File: src/rtl/region_rmw_sequencer.sv
// Raster-order read-modify-write walker over a WxH image region, one pixel per 3+RD_LAT cycles.
// Backpressure: holds PROC while pe_ready is low. Optional stall counter under RMW_PERF_CNT_EN.
module region_rmw_sequencer #(
  parameter int ADDR_W = 16,
  parameter int DATA_W = 8,
  parameter int DIM_W  = 9,
  parameter int RD_LAT = 1
) (
  input  logic              clk,
  input  logic              rst_n,
  input  logic              start,
  input  logic              abort,
  input  logic [ADDR_W-1:0] base_addr,
  input  logic [DIM_W-1:0]  width,
  input  logic [DIM_W-1:0]  height,
  output logic              busy,
  output logic              done,
  output logic [ADDR_W-1:0] mem_addr,
  output logic              mem_we,
  output logic [DATA_W-1:0] mem_wdata,
  input  logic [DATA_W-1:0] mem_rdata,
  output logic              pe_valid,
  output logic [DATA_W-1:0] pe_pixel,
  output logic [DIM_W-1:0]  pe_x,
  output logic [DIM_W-1:0]  pe_y,
  input  logic              pe_ready,
  input  logic [DATA_W-1:0] pe_result
`ifdef RMW_PERF_CNT_EN
  ,
  output logic [31:0]       perf_stall_cnt
`endif
);

  typedef enum logic [2:0] {
    S_IDLE, S_READ, S_WAIT, S_PROC, S_WRITE, S_DONE
  } state_t;

  localparam int CNT_W = (RD_LAT > 1) ? $clog2(RD_LAT) : 1;

  state_t            r_state;
  state_t            w_state_nxt;
  logic [DIM_W-1:0]  r_width;
  logic [DIM_W-1:0]  r_height;
  logic [DIM_W-1:0]  r_x;
  logic [DIM_W-1:0]  r_y;
  logic [ADDR_W-1:0] r_cur_addr;
  logic [ADDR_W-1:0] r_mem_addr;
  logic [DATA_W-1:0] r_pixel;
  logic [DATA_W-1:0] r_result;
  logic [CNT_W-1:0]  r_wait_cnt;

  logic w_accept;
  logic w_last_wait;
  logic w_last_x;
  logic w_last_pix;

  assign w_accept    = (r_state == S_IDLE) && start && !abort;
  assign w_last_wait = (r_wait_cnt == CNT_W'(RD_LAT - 1));
  assign w_last_x    = (r_x == r_width - DIM_W'(1));
  assign w_last_pix  = w_last_x && (r_y == r_height - DIM_W'(1));

  always_comb begin
    w_state_nxt = r_state;
    case (r_state)
      S_IDLE:  if (w_accept) w_state_nxt = ((width == '0) || (height == '0)) ? S_DONE : S_READ;
      S_READ:  w_state_nxt = S_WAIT;
      S_WAIT:  if (w_last_wait) w_state_nxt = S_PROC;
      S_PROC:  if (pe_ready) w_state_nxt = S_WRITE;
      S_WRITE: w_state_nxt = w_last_pix ? S_DONE : S_READ;
      S_DONE:  w_state_nxt = S_IDLE;
      default: w_state_nxt = S_IDLE;
    endcase
    // abort beats every transition, including WRITE->DONE
    if (abort && (r_state != S_IDLE)) w_state_nxt = S_IDLE;
  end

  always_ff @(posedge clk or negedge rst_n) begin
    if (!rst_n) begin
      r_state    <= S_IDLE;
      r_width    <= '0;
      r_height   <= '0;
      r_x        <= '0;
      r_y        <= '0;
      r_cur_addr <= '0;
      r_mem_addr <= '0;
      r_pixel    <= '0;
      r_result   <= '0;
      r_wait_cnt <= '0;
    end else begin
      r_state <= w_state_nxt;
      case (r_state)
        S_IDLE: if (w_accept) begin
          r_width    <= width;
          r_height   <= height;
          r_x        <= '0;
          r_y        <= '0;
          r_cur_addr <= base_addr;
        end
        S_READ: begin
          r_mem_addr <= r_cur_addr;
          r_wait_cnt <= '0;
        end
        S_WAIT: begin
          r_wait_cnt <= r_wait_cnt + 1'b1;
          if (w_last_wait) r_pixel <= mem_rdata;
        end
        S_PROC: if (pe_ready) r_result <= pe_result;
        S_WRITE: if (!abort) begin
          r_mem_addr <= r_cur_addr;
          r_cur_addr <= r_cur_addr + ADDR_W'(1);
          // coordinates stay on the last pixel once the run finishes
          if (!w_last_pix) begin
            if (w_last_x) begin
              r_x <= '0;
              r_y <= r_y + DIM_W'(1);
            end else begin
              r_x <= r_x + DIM_W'(1);
            end
          end
        end
        default: ;
      endcase
    end
  end

  assign busy      = (r_state != S_IDLE);
  assign done      = (r_state == S_DONE) && !abort;
  assign mem_we    = (r_state == S_WRITE) && !abort;
  assign mem_addr  = ((r_state == S_READ) || (r_state == S_WRITE)) ? r_cur_addr : r_mem_addr;
  assign mem_wdata = r_result;
  assign pe_valid  = (r_state == S_PROC);
  assign pe_pixel  = r_pixel;
  assign pe_x      = r_x;
  assign pe_y      = r_y;

`ifdef RMW_PERF_CNT_EN
  logic [31:0] r_stall_cnt;

  always_ff @(posedge clk or negedge rst_n) begin
    if (!rst_n) begin
      r_stall_cnt <= '0;
    end else if (w_accept) begin
      r_stall_cnt <= '0;
    end else if ((r_state == S_PROC) && !pe_ready && (r_stall_cnt != 32'hFFFF_FFFF)) begin
      r_stall_cnt <= r_stall_cnt + 32'd1;
    end
  end

  assign perf_stall_cnt = r_stall_cnt;
`endif

endmodule
File: config.mk
export PLATFORM = sky130hd
export DESIGN_NAME = region_rmw_sequencer
export DESIGN_NICKNAME = d
export VERILOG_FILES = /design/src/rtl/region_rmw_sequencer.sv
export SDC_FILE = /design/constraint.sdc
export NUM_CORES = 1
export LEC_CHECK = 0
export CORE_MARGIN = 4
export CORE_UTILIZATION = 51
export DETAILED_ROUTE_END_ITERATION = 7
export PLACE_DENSITY = 0.78
export SETUP_SLACK_MARGIN = 0.05
export SYNTH_ARGS = -nofsm -noshare
export SYNTH_HDL_FRONTEND = slang
export SYNTH_SLANG_ARGS = --single-unit
File: constraint.sdc
create_clock -name clk -period 3.2 [get_ports clk]
set_input_delay 0.96 -clock clk [delete_from_list [all_inputs] [get_ports clk]]
set_output_delay 0.96 -clock clk [all_outputs]
set_load 0.05 [all_outputs]
After elaboration in Yosys (flattened, before gate mapping)
Cells that the tools add are included.
- output and inout port bits: 54
- register bits: 88
- bitwise logic cells: 1
- multiplexer cells: 23
- $add $sub $neg: 6
- reduce and logical (&&, ||, !) cells: 24
- eq/ne operators: 14
- operators by type and width (cell ; number):
    16-bit 2-to-1 mux ; 4
    16-bit one-hot mux with 2 select lines ; 2
    9-bit 2-to-1 mux ; 7
    9-bit one-hot mux with 2 select lines ; 2
    9-bit by 1-bit adder with 9-bit output (second input constant) ; 2
    9-bit == test ; 2
    9-bit logical NOT ; 2
    3-bit 2-to-1 mux ; 6
    9-bit by 1-bit subtractor with 9-bit output (second input constant) ; 2
    16-bit by 1-bit adder with 16-bit output (second input constant) ; 1
    3-bit one-hot mux with 5 select lines ; 1
    2-bit inequality test (second input constant) ; 4
    2-bit AND reduction ; 4
    3-bit by 2-bit == test with 1-bit output (second input constant) ; 2
    3-bit == test (second input constant) ; 2
    1-bit logical AND ; 6
    3-bit AND reduction ; 2
    2-bit nonzero test ; 3
    5-bit AND reduction ; 1
    4-bit AND reduction ; 1
    3-bit by 1-bit == test with 1-bit output (second input constant) ; 1
    3-bit logical NOT ; 1
    3-bit by 1-bit inequality test with 1-bit output (second input constant) ; 1
    3-bit by 2-bit inequality test with 1-bit output (second input constant) ; 1
    7 further kinds ; 8

Depth between registers and ports, before layout
Gate-level depths: netlist (run 1).
- word-level depth: 6
- mapped depth: 11

Worst setup path after synthesis (run 1)
Ideal clock, no wire load.
- path kind: in2out
- from: input port abort
- to: output port done
- stages: 2
- data arrival time: 2667 ps
- slack: -427 ps
- data required time: 2240 ps
- cell sequence: clkbuf_1 -> nor4bb_1
- word-level cells in the longest chain between the ends: 2
- RTL lines (item ; line ; text):
    start, declared ; 12 ; input logic abort,
    1-bit logical NOT ; 127 ; assign done = (r_state == S_DONE) && !abort;
    1-bit logical AND ; 127 ;
    end, declared ; 17 ; output logic done,
No other way between the ends.

Worst setup path after layout (run 1)
Same ends and word-level chain as after synthesis.

==> results of run 1 <==
[repair_timing]
| item | CTS | global route |
|---|---|---|
| setup endpoints to repair | 0 | 23 |
| hold buffers | 0 | 0 |
| resized for setup | 0 | 7 |
| setup buffers | 0 | 1 |
[how the worst max path moves through the flow]
| stage | startpoint | end | cells past startpoint |
|---|---|---|---|
| 4_1_cts | r_state[0]$_DFFE_PN0P_ | mem_addr[15] | 5 |
| 2_1_floorplan | abort | done | 2 |
| 3_3_place_gp | abort | done | 3 |
| 6_report | abort | done | 3 |
| 3_5_place_dp | abort | pe_x[5]$_DFFE_PN0P_ | 9 |
| 5_1_grt | r_width[0]$_DFFE_PN0P_ | pe_y[7]$_DFFE_PN0P_ | 11 |
[cells in the final DEF (no fill, tap or decap), types with 3 or more instances in the layout]
| cell type | count |
|---|---|
| a21oi_1 | 34 |
| a22oi_1 | 4 |
| a31oi_1 | 4 |
| and3_1 | 13 |
| buf_12 | 19 |
| buf_4 | 17 |
| clkbuf_8 | 10 |
| clkdlybuf4s50_1 | 88 |
| dfrtp_1 | 87 |
| ha_1 | 4 |
| inv_1 | 10 |
| mux2_2 | 50 |
| nand2_1 | 80 |
| nand2b_1 | 5 |
| nand3_1 | 15 |
| nand4_1 | 8 |
| nor2_1 | 27 |
| nor2b_1 | 3 |
| nor3_1 | 9 |
| nor4_1 | 6 |
| o211ai_1 | 7 |
| o21ai_0 | 31 |
| o22ai_1 | 6 |
| o31ai_1 | 7 |
| o41ai_1 | 3 |
| or3_1 | 7 |
| or4_1 | 8 |
| xnor2_1 | 10 |
| xor2_1 | 7 |
[area by class of cell]
type	instances	area share
clock inverters	5	0.005213
repair buffers	126	0.2178
inverters	11	0.006372
multi-input cells	385	0.3879
clock buffers	10	0.02124
well taps	111	0.02143
flip-flops and latches	88	0.3400
[routing by layer]
layer / part of all wire / global-route usage / wire length [um]
met2: 0.51 / 0.4070 / 6207
met4: 0.019 / 0.07779 / 233
met5: 0 / 0 / 0
met3: 0.069 / 0.06485 / 844
met1: 0.41 / 0.2786 / 4961
[flip-flops by register name (all words and copies together) (netlist names)]
signal	count
r_wait_cnt	1
r_state	3
r_height	9
r_mem_addr	16
pe_x	9
r_width	9
r_cur_addr	16
pe_y	9
pe_pixel	8
mem_wdata	8
[kinds of logic after synthesis]
| family | after synthesis | share of synthesized area |
|---|---|---|
| DFF | 88 | 0.4573 |
| and+or+nand+nor | 203 | 0.2154 |
| buffers and inverters | 34 | 0.02702 |
| adders and majority gates | 5 | 0.01299 |
| xor gates and xnor gates | 17 | 0.03092 |
| AOI/OAI and AO/OA | 107 | 0.1333 |
| muxes | 53 | 0.1231 |
[power by group]
group          internal, mW  leakage, nW  switching (mW)  total [mW]
registers              1.54         1.08           0.441        1.98
clock network         0.297       0.0841           0.400       0.697
logic                  1.68         1.55            1.97        3.65
total                  3.52         2.72            2.81        6.33
[worst max-delay path, delay by kind of cell]
family                 cells  cell delay, ns
AND/OR/NAND/NOR            1            0.49
buffers and inverters      2            0.68
[through the flow]
step                      hold slack (ns)  area, um2
after global placement             0.4855       6275
after detailed placement           0.4910       6275
final                              0.5082       6480
after floorplan                    0.4652       4822
after global routing               0.5329       6480
after CTS                          0.5125       6446
==> run_results.csv, run 1 <==
group,metric,value,unit
timing,rsz0062_at_grt,"false",
power_and_ir_drop,powerDensity,977.0,nW/um2
routing,vias,4332,
routing,drc,0,
yosys,yosysMostFrequentCell,"dfrtp_1",
setup_path,worstPathRequired,2.24,ns
setup_path,arrival,2.14,ns
cts,clock_path_buffers,2,
placed_design,pre_cts_ws,0.08878,ns
global_route,overflow,0,
yosys,yosys.area.top_type,"dfrtp_1",
timing,max_freq,323.1,MHz
outcome,outcome,"finished, final reports clean",
placed_design,post-dp-hpwl,9062,um
layout,drive_above_1_share,0.1856,
setup_path,critPathMaxStageDelay,0.49,ns
global_route,antenna_found_initial,0,
yosys,yosys-top-cells-area,"dfrtp_1 (46%), mux2_2 (12%), nand2_1 (6.2%)",
yosys,syn-num-nets,567,
yosys,yosysSeqAreaShare,0.4573,
timing,fin_crit_sh,0.9673,
setup_path,r2r_start,"r_width[0]$_DFFE_PN0P_",
run,cap_violations,0,
yosys,syn_area,4816,um2
cts,worstSkewPairLatency,0.37,ns
cts,root_buffer,"clkbuf_8",
yosys,synth_flop_cell,"dfrtp_1",
setup_path,reg2regPathDepth,11,
die,dieArea,11060,um2
yosys,syn_inst,507,
layout,ff_latch_area,2203,um2
yosys,synth_top_area_frac,0.4573,
routing,viasPerCell,5.886,
routing,antenna_left,0,
timing,worst_clock_skew,0.008836,ns
setup_path,r2r_end,"pe_y[5]$_DFFE_PN0P_",
global_route,track_usage,0.2339,
setup_path,critPathSlowestCell,"nor4bb_2",
routing,dr.first_iter.drc_count,212,
routing,finalWirelength,12250,um
layout,multiInputGateArea,2514,um2
cts,htreeDepth,3,
cts,clk_pin_slew,0.08,ns
setup_path,reg2reg_slack,0.25,ns
die,rows,35,
layout,final_cells,736,
setup_path,worstSetupEndpointType,"output pin",
yosys,yosysUniqueCellTypes,56,
global_route,grt_max_degree,50,
timing,worstMarginPinSlew,0.8956,ns
timing,setup_ws,0.1046,ns
routing,firstDrtPassIters,5,
timing,min_period,3.095,ns
routing,wire_per_inst,16.64,um
global_route,grt_pass1_vias,4517,
die,start_util,0.5237,
setup_path,cp_max_fo,4,
timing,drv_slew,0,
yosys,avgSynthCellArea,9.499,um2
placed_design,dpl.cell_count,720,
yosys,synth_edf_count,0,
yosys,yosys_warnings,0,
power_and_ir_drop,total_power,6.331,mW
yosys,postSynth.asyncResetShare,1.000,
die,die_x,105.2,um
cts,cts_tree,"yes",
die,die_h,105.2,um
cts,cts_inserted_buffers,9,
layout,final_util,0.7046,
timing,fin_setup_tns,0,ns
die,ios,109,
yosys,synthTopCellsByCount,"dfrtp_1 (88), nand2_1 (80), mux2_2 (50), a21oi_1 (34), o21ai_0 (31)",
layout,nets,681,
timing,setup_viol,0,
layout,fill_cells,698,
power_and_ir_drop,max-vdd-ir-drop,0.8184,mV
die,core_area,9196,um2
setup_path,crit_type,"in2out",
worst_hold_path,whs_path_depth,1,
worst_hold_path,hp-start,"mem_wdata[2]$_DFFE_PN0P_",
worst_hold_path,hold_class,"reg2reg",
placed_design,place.gp.congestion,0.8123,
global_route,grt_pass1_wl,21200,um
timing,relSlewSlack,0.3980,
power_and_ir_drop,cellLeakagePower,2.722,nW
cts,cts.sinks,88,
setup_path,cp-start-kind,"input pin",
yosys,ys_seq_elements,88,
worst_hold_path,whs_endpoint,"mem_wdata[2]$_DFFE_PN0P_",
placed_design,portBuffers,108,
layout,synthToLayoutAreaGrowth,34.55,%
timing,hold_viol_final,0,
layout,antennaDiodeCount,0,
setup_path,crit_chain,"clkdlybuf4s50_1, nor4bb_2, buf_12",
Note: power is estimated with default switching activity, not from simulation.
==> inputs of run 2 (changes only) <==
--- a/config.mk
+++ b/config.mk
@@ -8,7 +8,7 @@
 export CORE_MARGIN = 4
 export CORE_UTILIZATION = 51
 export DETAILED_ROUTE_END_ITERATION = 7
-export PLACE_DENSITY = 0.78
+export PLACE_DENSITY = 0.85
 export SETUP_SLACK_MARGIN = 0.05
 export SYNTH_ARGS = -nofsm -noshare
 export SYNTH_HDL_FRONTEND = slang
==> run_results.csv, run 2 (synthesis gave the netlist of run 1 again) <==
group,metric,value,unit
die,dieArea,11060,um2
layout,final_cell_mix,"clkdlybuf4s50_1 (88), dfrtp_1 (86), nand2_1 (80), mux2_2 (50), a21oi_1 (34)",
setup_path,cp_num_buf_inv,3,
placed_design,post-dp-hpwl,9217,um
outcome,outcome,"finished, final reports clean",
timing,fin_setup_tns,0,ns
layout,nets,683,
die,ios,109,
die,core_area,9196,um2
cts,htreeDepth,3,
placed_design,portBuffers,108,
timing,max_freq,326.7,MHz
routing,wl_met1,5132,um
routing,viasPerCell,5.977,
timing,setup_viol,0,
timing,hold_viol_final,0,
setup_path,critPathMaxStageDelay,0.56,ns
worst_hold_path,hold_class,"reg2reg",
power_and_ir_drop,powerDensity,999.1,nW/um2
layout,final_common_cell,"clkdlybuf4s50_1",
timing,rsz0062_at_grt,"true",
routing,firstDrtPassIters,5,
setup_path,worstSetupEndpointType,"output pin",
placed_design,pre_cts_ws,0.1050,ns
setup_path,crit_type,"in2out",
placed_design,place.gp.congestion,0.8068,
setup_path,cp_max_fo,4,
placed_design,dpl.cell_count,721,
cts,clk_pin_slew,0.09,ns
global_route,grt_pass1_wl,21270,um
timing,worst_clock_skew,0.007713,ns
power_and_ir_drop,cellLeakagePower,2.739,nW
routing,vias,4411,
die,die_h,105.2,um
layout,final_cells,738,
timing,setup_ws,0.1389,ns
layout,reg_top3,"r_cur_addr: 16 flops, r_mem_addr: 16 flops",
routing,met3_length,919,um
global_route,grt_max_degree,89,
die,start_util,0.5237,
timing,relSlewSlack,0.5552,
cts,clock_path_buffers,2,
routing,finalWirelength,12620,um
cts,cts_tree,"yes",
layout,antennaDiodeCount,0,
layout,final_util,0.7087,
routing,top_signal_layer_used,"met4",
layout,drive_above_1_share,0.1850,
timing,drv_slew,0,
global_route,track_usage,0.2348,
timing,fin_crit_sh,0.9566,
routing,dr.first_iter.drc_count,258,
global_route,overflow,0,
run,cap_violations,0,
die,die_x,105.2,um
setup_path,cp-start-kind,"input pin",
layout,synthToLayoutAreaGrowth,35.33,%
timing,worstMarginPinSlew,0.6672,ns
cts,cts.sinks,88,
global_route,grt_pass1_vias,4267,
routing,drc,0,
setup_path,cp_top_family,"buffers and inverters",
routing,met2_length,6340,um
timing,hold-worst-slack,0.5126,ns
setup_path,crit_chain,"clkdlybuf4s50_1, nor3_2, nand2_1, clkinv_1, buf_12",
setup_path,worstPathRequired,2.24,ns
die,rows,35,
global_route,antenna_found_initial,0,
timing,min_period,3.061,ns
cts,root_buffer,"clkbuf_8",
setup_path,critPathSlowestCell,"clkdlybuf4s50_1",
setup_path,arrival,2.10,ns
cts,worstSkewPairLatency,0.36,ns
cts,cts_inserted_buffers,9,
routing,antenna_left,0,
power_and_ir_drop,max-vdd-ir-drop,0.8543,mV
routing,wire_per_inst,17.10,um
## run 2: stage by stage
step,power [mW],instance area [um2]
2_1_floorplan,4.185,4822
3_3_place_gp,5.501,6276
3_5_place_dp,5.661,6276
4_1_cts,6.515,6486
5_1_grt,6.891,6518
6_report,6.512,6518
## run 2: layer usage
| layer | up-vias | GRT usage |
|---|---|---|
| met3 | 21 | 0.06238 |
| met1 | 2115 | 0.3036 |
| met4 | 0 | 0.08060 |
| met2 | 193 | 0.3818 |
| met5 | - | 0 |
| li1 | 2082 | - |
## run 2: cell type report
type	instances	area (um2)
sequential	88	2205
fill	691	2679
tap	111	138.9
clock inverter	5	82.58
multi-input combinational	385	2504
inverter	11	41.29
clock buffer	10	127.6
timing repair buffer	128	1419
## run 2: what timing repair did
action / CTS / global route
hold buffers: 0 / 0
gates resized for setup: 0 / 6
setup buffers: 0 / 2
endpoints found under the hold margin: 0 / 0
endpoints found under the setup margin: 0 / 24
## run 2: path summary, 6_finish.rpt
check	startpoint	to	slack [ns]	depth (start not counted)
worst max-delay path	abort	mem_we	0.14	5
worst min-delay path	r_mem_addr[0]$_DFFE_PN0P_	r_mem_addr[0]$_DFFE_PN0P_	0.51	1
worst max register to register	r_width[0]$_DFFE_PN0P_	pe_y[5]$_DFFE_PN0P_	0.22	11
worst min register to register	r_mem_addr[0]$_DFFE_PN0P_	r_mem_addr[0]$_DFFE_PN0P_	0.51	1
max in group asynchronous	rst_n	r_state[0]$_DFFE_PN0P_	2.20	2
min in group asynchronous	rst_n	r_width[2]$_DFFE_PN0P_	0.61	2
## run 2: power breakdown
part	internal, mW	total, mW	switching, mW
clock network	0.436	0.834	0.399
logic	1.68	3.69	2.01
registers	1.54	1.99	0.446
total	3.66	6.51	2.85
